[config.mk]
export PLATFORM = sky130hd
export DESIGN_NAME = i2c_send
export DESIGN_NICKNAME = d
export VERILOG_FILES = /design/src/rtl/i2c_send.sv
export SDC_FILE = /design/constraint.sdc
export NUM_CORES = 1
export LEC_CHECK = 0
export BUFFER_PORTS_ARGS = -buffer_cell sky130_fd_sc_hd__buf_2
export CORE_MARGIN = 4
export CORE_UTILIZATION = 25
export CTS_CLUSTER_DIAMETER = 200
export DETAILED_ROUTE_END_ITERATION = 12
export GPL_TIMING_DRIVEN = 0
export PLACE_DENSITY_LB_ADDON = 0.05
export SLEW_MARGIN = 20
export SYNTH_ARGS = -nofsm -noshare
export SYNTH_HDL_FRONTEND = slang
export SYNTH_SLANG_ARGS = --single-unit
export TNS_END_PERCENT = 100
[constraint.sdc]
create_clock -name sysclk -period 2.3 [get_ports sysclk]
set_input_delay 0.115 -clock sysclk [delete_from_list [all_inputs] [get_ports sysclk]]
set_output_delay 0.115 -clock sysclk [all_outputs]
set_load 0.03 [all_outputs]
[src/rtl/i2c_send.sv]
// Write-only I2C master byte transmitter driving SDA/SCL through open-drain enables.
// Define I2C_SEND_STRETCH_EN to let a slave stretch SCL during the high phases.
module i2c_send #(
  parameter int QUARTER = 30
) (
  input  logic       sysclk,
  input  logic       rst_n,
  input  logic [7:0] tx_data,
  input  logic       tx_valid,
  input  logic       tx_last,
  output logic       tx_ready,
  output logic       sda_oe,
  output logic       scl_oe,
  input  logic       sda_in,
  input  logic       scl_in,
  output logic       busy,
  output logic       byte_done,
  output logic       nak,
  output logic       stop_done
);

  localparam int CW = (QUARTER > 1) ? $clog2(QUARTER) : 1;
  localparam logic [CW-1:0] QMAX = CW'(QUARTER - 1);

  typedef enum logic [3:0] {
    ST_IDLE, ST_START, ST_BIT_LOW, ST_BIT_HIGH, ST_ACK_LOW,
    ST_ACK_HIGH, ST_LOAD, ST_STOP_LOW, ST_STOP_HIGH, ST_STOP_FREE
  } state_e;

  state_e        state_q, state_d;
  logic [CW-1:0] qcnt_q, qcnt_d;
  logic          phase_q, phase_d;
  logic [7:0]    shift_q, shift_d;
  logic [2:0]    idx_q, idx_d;
  logic          last_q, last_d;
  logic          nak_q, nak_d;
  logic          sda_oe_q, sda_oe_d;
  logic          scl_oe_q, scl_oe_d;
  logic          byte_done_q, byte_done_d;
  logic          stop_done_q, stop_done_d;

  logic accept, tick, state_exit, timed, stretch_hold;

  assign tx_ready   = (state_q == ST_IDLE) || (state_q == ST_LOAD);
  assign busy       = (state_q != ST_IDLE);
  assign accept     = tx_valid && tx_ready;
  assign timed      = (state_q != ST_IDLE) && (state_q != ST_LOAD);
  assign tick       = timed && (qcnt_q == QMAX);
  assign state_exit = tick && phase_q;

`ifdef I2C_SEND_STRETCH_EN
  // A slave holding SCL low keeps the high-phase counter parked at zero.
  assign stretch_hold = !scl_in && ((state_q == ST_BIT_HIGH) ||
                                    (state_q == ST_ACK_HIGH) ||
                                    (state_q == ST_STOP_HIGH));
`else
  logic unused_scl_in;
  assign unused_scl_in = scl_in;
  assign stretch_hold  = 1'b0;
`endif

  always_ff @(posedge sysclk or negedge rst_n) begin
    if (!rst_n) begin
      state_q     <= ST_IDLE;
      qcnt_q      <= '0;
      phase_q     <= 1'b0;
      shift_q     <= '0;
      idx_q       <= '0;
      last_q      <= 1'b0;
      nak_q       <= 1'b0;
      sda_oe_q    <= 1'b0;
      scl_oe_q    <= 1'b0;
      byte_done_q <= 1'b0;
      stop_done_q <= 1'b0;
    end else begin
      state_q     <= state_d;
      qcnt_q      <= qcnt_d;
      phase_q     <= phase_d;
      shift_q     <= shift_d;
      idx_q       <= idx_d;
      last_q      <= last_d;
      nak_q       <= nak_d;
      sda_oe_q    <= sda_oe_d;
      scl_oe_q    <= scl_oe_d;
      byte_done_q <= byte_done_d;
      stop_done_q <= stop_done_d;
    end
  end

  always_comb begin
    state_d = state_q;
    shift_d = shift_q;
    idx_d   = idx_q;
    last_d  = last_q;
    nak_d   = nak_q;
    case (state_q)
      ST_IDLE, ST_LOAD: begin
        if (accept) begin
          shift_d = tx_data;
          last_d  = tx_last;
          idx_d   = 3'd7;
          state_d = (state_q == ST_IDLE) ? ST_START : ST_BIT_LOW;
        end
      end
      ST_START:    if (state_exit) state_d = ST_BIT_LOW;
      ST_BIT_LOW:  if (state_exit) state_d = ST_BIT_HIGH;
      ST_BIT_HIGH: begin
        if (state_exit) begin
          shift_d = {shift_q[6:0], 1'b0};
          if (idx_q == 3'd0) begin
            state_d = ST_ACK_LOW;
          end else begin
            idx_d   = idx_q - 3'd1;
            state_d = ST_BIT_LOW;
          end
        end
      end
      ST_ACK_LOW:  if (state_exit) state_d = ST_ACK_HIGH;
      ST_ACK_HIGH: begin
        if (tick && !phase_q) nak_d = sda_in;
        if (state_exit) state_d = (nak_q || last_q) ? ST_STOP_LOW : ST_LOAD;
      end
      ST_STOP_LOW:  if (state_exit) state_d = ST_STOP_HIGH;
      ST_STOP_HIGH: if (state_exit) state_d = ST_STOP_FREE;
      ST_STOP_FREE: if (state_exit) state_d = ST_IDLE;
      default:      state_d = ST_IDLE;
    endcase

    qcnt_d  = qcnt_q;
    phase_d = phase_q;
    if (state_d != state_q || !timed || stretch_hold) begin
      qcnt_d = '0;
      if (state_d != state_q || !timed) phase_d = 1'b0;
    end else if (tick) begin
      qcnt_d  = '0;
      phase_d = 1'b1;
    end else begin
      qcnt_d = qcnt_q + CW'(1);
    end
  end

  // Outputs are registered from the next state so they change with the state.
  always_comb begin
    sda_oe_d    = 1'b0;
    scl_oe_d    = 1'b0;
    byte_done_d = (state_q == ST_ACK_HIGH) && (state_d != ST_ACK_HIGH);
    stop_done_d = (state_q == ST_STOP_FREE) && (state_d == ST_IDLE);
    case (state_d)
      ST_START:     sda_oe_d = 1'b1;
      ST_BIT_LOW: begin
        scl_oe_d = 1'b1;
        sda_oe_d = ~shift_d[7];
      end
      ST_BIT_HIGH:  sda_oe_d = sda_oe_q;
      ST_ACK_LOW:   scl_oe_d = 1'b1;
      ST_LOAD:      scl_oe_d = 1'b1;
      ST_STOP_LOW: begin
        scl_oe_d = 1'b1;
        sda_oe_d = 1'b1;
      end
      ST_STOP_HIGH: sda_oe_d = 1'b1;
      default: begin
        sda_oe_d = 1'b0;
        scl_oe_d = 1'b0;
      end
    endcase
  end

  assign sda_oe    = sda_oe_q;
  assign scl_oe    = scl_oe_q;
  assign byte_done = byte_done_q;
  assign nak       = nak_q;
  assign stop_done = stop_done_q;

endmodule

==> results.py <==
metrics = {
    "setup_path": {
        "critPathRequiredTime_ns": 2.51,
        "path_buf_inv": 3,
        "path_cells": "inv_1 -> ha_1 -> and4_1 -> buf_4 -> a211oi_2 -> a22o_1 -> a2bb2oi_4 -> inv_2 -> a2111o_1 -> a21oi_1",
        "endpoint_kind": "flip-flop",
        "crit_type": "flip-flop to flip-flop",
        "crit_slowest_cell": "dfrtp_1",
        "critical-path-top-delay-family": "compound AO/OA/AOI/OAI gates",
        "cp-start-kind": "flip-flop",
        "slowest_delay_ns": 0.41,
        "arrival_ns": 2.41,
        "path_max_fanout": 8,
    },
    "floorplan": {
        "pin_count": 21,
        "start_util_pct": 26.4,
        "core_area_um2": 5640,
        "die_w_um": 85.1,
        "die_y_um": 85.1,
        "die_area_um2": 7250,
        "num_rows": 27,
    },
    "timing": {
        "finalWorstPathRequiredPeriod_ns": 2.20,
        "hold_slack_ns": 0.0271,
        "worst_pin_slew_ns": 0.745,
        "fmax_mhz": 454,
        "post-route-period-util_pct": 95.8,
        "rsz0062_at_grt": "true",
        "setup_violations": 0,
        "finalClockSkew_ns": 0.00405,
        "maxSlewViolCount": 0,
        "slew_headroom_pct": 49.9,
        "hold_viol_final": 0,
    },
    "synth": {
        "synth.avg_cell_area_um2": 9.24,
        "syn_nets": 179,
        "async_reset_ff_share_pct": 100,
        "synth_warnings": 0,
        "synth.distinct_cells": 45,
        "ys_seq_elements": 27,
        "synthCells": 161,
        "netlist_area_um2": 1490,
        "yosysSeqAreaShare_pct": 45.4,
        "synth-edff-count": 0,
        "synth_flop_cell": "dfrtp_1",
    },
    "clock_tree": {
        "numCtsBuffers": 3,
        "cts_root_buffer": "clkbuf_8",
        "path_clk_slew_ns": 0.10,
        "insertion_delay_ns": 0.27,
        "tritoncts": "yes",
        "numClockSinks": 27,
        "ctsHtreeMaxLevel": 1,
        "clk_path_buf_depth": 2,
    },
    "global_routing": {
        "grt_pass1_wl_um": 6400,
        "grt_overflow": 0,
        "grt_usage_pct": 10.9,
        "grt_max_degree": 28,
        "antenna_found_initial": 0,
        "grt_pass1_vias": 1347,
    },
    "pwr": {
        "power.switching_mw": 0.170,
        "p_total_mw": 0.780,
        "leakage_nw": 0.844,
        "switching_share_pct": 21.8,
        "sequentialPowerShare_pct": 61.0,
        "ir_drop_v": 0.000181,
        "power.share.combinational_pct": 3.6,
        "power_density_nw_per_um2": 437,
        "p_clk_share_pct": 35.3,
        "p_int_mw": 0.610,
    },
    "detailed_routing": {
        "drt_iter0_markers": 57,
        "drt-pass1-iter-count": 4,
        "ant_nets": 0,
        "totalWireLength_um": 3700,
        "via_count": 1262,
        "post-route-drc-count": 0,
        "avgViaCountPerCell": 4.87,
        "post_drt_wl_per_cell_um": 14.3,
    },
    "run": {
        "maxCapViolations": 0,
    },
    "placed_design": {
        "placement.io_buffers": 19,
        "place_inst": 252,
        "placed_area_um2": 1670,
        "place_hpwl_um": 2700,
        "gp_congestion": 0.859,
    },
    "final_layout": {
        "design_area_um2": 1790,
        "diodes": 0,
        "drive_gt1_share_pct": 24.1,
        "fin_cells": 259,
        "syn2layout_area_growth_pct": 20.0,
        "nets": 206,
        "num-fill-cells": 579,
    },
    "run_status": {
        "status": "complete, no violations",
    },
    "worst_hold_path": {
        "hp-class": "input pin to flip-flop",
    },
}
## registers in the layout (all words and copies together) (netlist names)
| name | count |
|---|---|
| state_q | 4 |
| nak | 1 |
| byte_done | 1 |
| idx_q | 3 |
| stop_done | 1 |
| scl_oe | 1 |
| qcnt_q | 5 |
| shift_q | 8 |
| sda_oe | 1 |
| phase_q | 1 |
| last_q | 1 |
## area by class of cell
cell class / count / area, um2 / share of cell area [%]
inverters: 13 / 48.8 / 2.73
flip-flops and latches: 27 / 676 / 37.8
well taps: 72 / 90.1 / 5.05
repair buffers: 22 / 120 / 6.73
clock buffers: 4 / 45.0 / 2.52
multi-input cells: 115 / 767 / 43.0
plain buffers: 6 / 38.8 / 2.17
## metal layers
metal  global-route usage [%]  wire length (um)  share of wire, %  up-vias
li1                         -                 -                 -      630
met1                     15.1              1830                50      595
met2                     16.9              1680                45       35
met3                     2.52               160               4.3        2
met4                     3.45                25              0.68        0
met5                        0                 0                 0        -
## power groups by stage
stage / Clock (mW) / Sequential, mW / Combinational (mW)
floorplan: 0 / 0.487 / 0.00346
global placement: 0 / 0.485 / 0.0278
detailed placement: 0 / 0.486 / 0.0282
CTS: 0.287 / 0.476 / 0.0296
global route: 0.320 / 0.477 / 0.0331
finish: 0.275 / 0.476 / 0.0284
## tightest hold or removal path: cells and delay by family
family                 cells  cell delay (ns)
AND/OR/NAND/NOR            2             0.08
buffers and inverters      1             0.07
## cell families (layout without fill, tap and decap cells)
kind of cell | Yosys count | count (layout) | synth area share [%]
DFF | 27 | 27 | 45.4
muxes | 2 | 2 | 1.51
AOI/OAI and AO/OA | 49 | 49 | 23.5
and+or+nand+nor | 57 | 57 | 18.6
adders and majority gates | 4 | 4 | 3.36
xor gates and xnor gates | 3 | 3 | 1.77
buffers and inverters | 19 | 45 | 5.89
## repair_timing
| action | CTS | global route |
|---|---|---|
| pin swaps | 1 | 3 |
| hold buffers | 1 | 0 |
| buffers inserted | 1 | 1 |
| gates cloned | 0 | 0 |
| hold endpoints to repair | 27 | 0 |
| endpoints found under the setup margin | 1 | 7 |
| gates resized for setup | 2 | 6 |
## cell usage after synthesis (3+ instances only)
cell      count  area [um2]
dfrtp_1      27         676
nand2_1      19        71.3
nor2_1       15        56.3
a21oi_1      11        55.1
inv_1        10        37.5
a22oi_1       6        45.0
o21ai_0       6        30.0
a211oi_1      4        30.0
a31oi_1       4        25.0
buf_2         4        20.0
ha_1          4        50.1
nand3_1       4        20.0
a22o_1        3        26.3
inv_2         3        11.3
nand2b_1      3        18.8
nand4_1       3        18.8
nor3_1        3        15.0
## through the flow
stage	utilization [%]	setup TNS (ns)	worst slack (ns)
finish	31.6	0	0.0968
global route	31.6	-0.0445	-0.0445
CTS	30.9	0	0.0291
detailed placement	29.7	-0.0723	-0.0723
global placement	29.7	-0.0786	-0.0786
floorplan	-	0	0.234
## path summary, 6_finish.rpt
check,startpoint,depth (start not counted),to,slack [ns]
setup / recovery,qcnt_q[1],10,sda_oe,0.1
hold / removal,tx_data[3],3,shift_q[3],0.03
setup reg to reg,qcnt_q[1],10,sda_oe,0.1
hold reg to reg,idx_q[0],1,idx_q[0],0.49
max in group asynchronous,rst_n,2,idx_q[0],1.49
min in group asynchronous,rst_n,2,byte_done,0.39
## cells in the final DEF, fill, tap and decap left out, types with 3 or more instances in the layout
master / instances
a21oi_1: 11
a22o_1: 3
a22oi_1: 6
a31oi_1: 4
buf_2: 23
buf_4: 3
clkbuf_8: 3
dfrtp_1: 27
ha_1: 4
inv_1: 10
inv_2: 3
nand2_1: 18
nand2b_1: 3
nand3_1: 4
nand4_1: 3
nor2_1: 14
nor3_1: 3
o21ai_0: 6
Note: power is estimated with default switching activity, not from simulation.
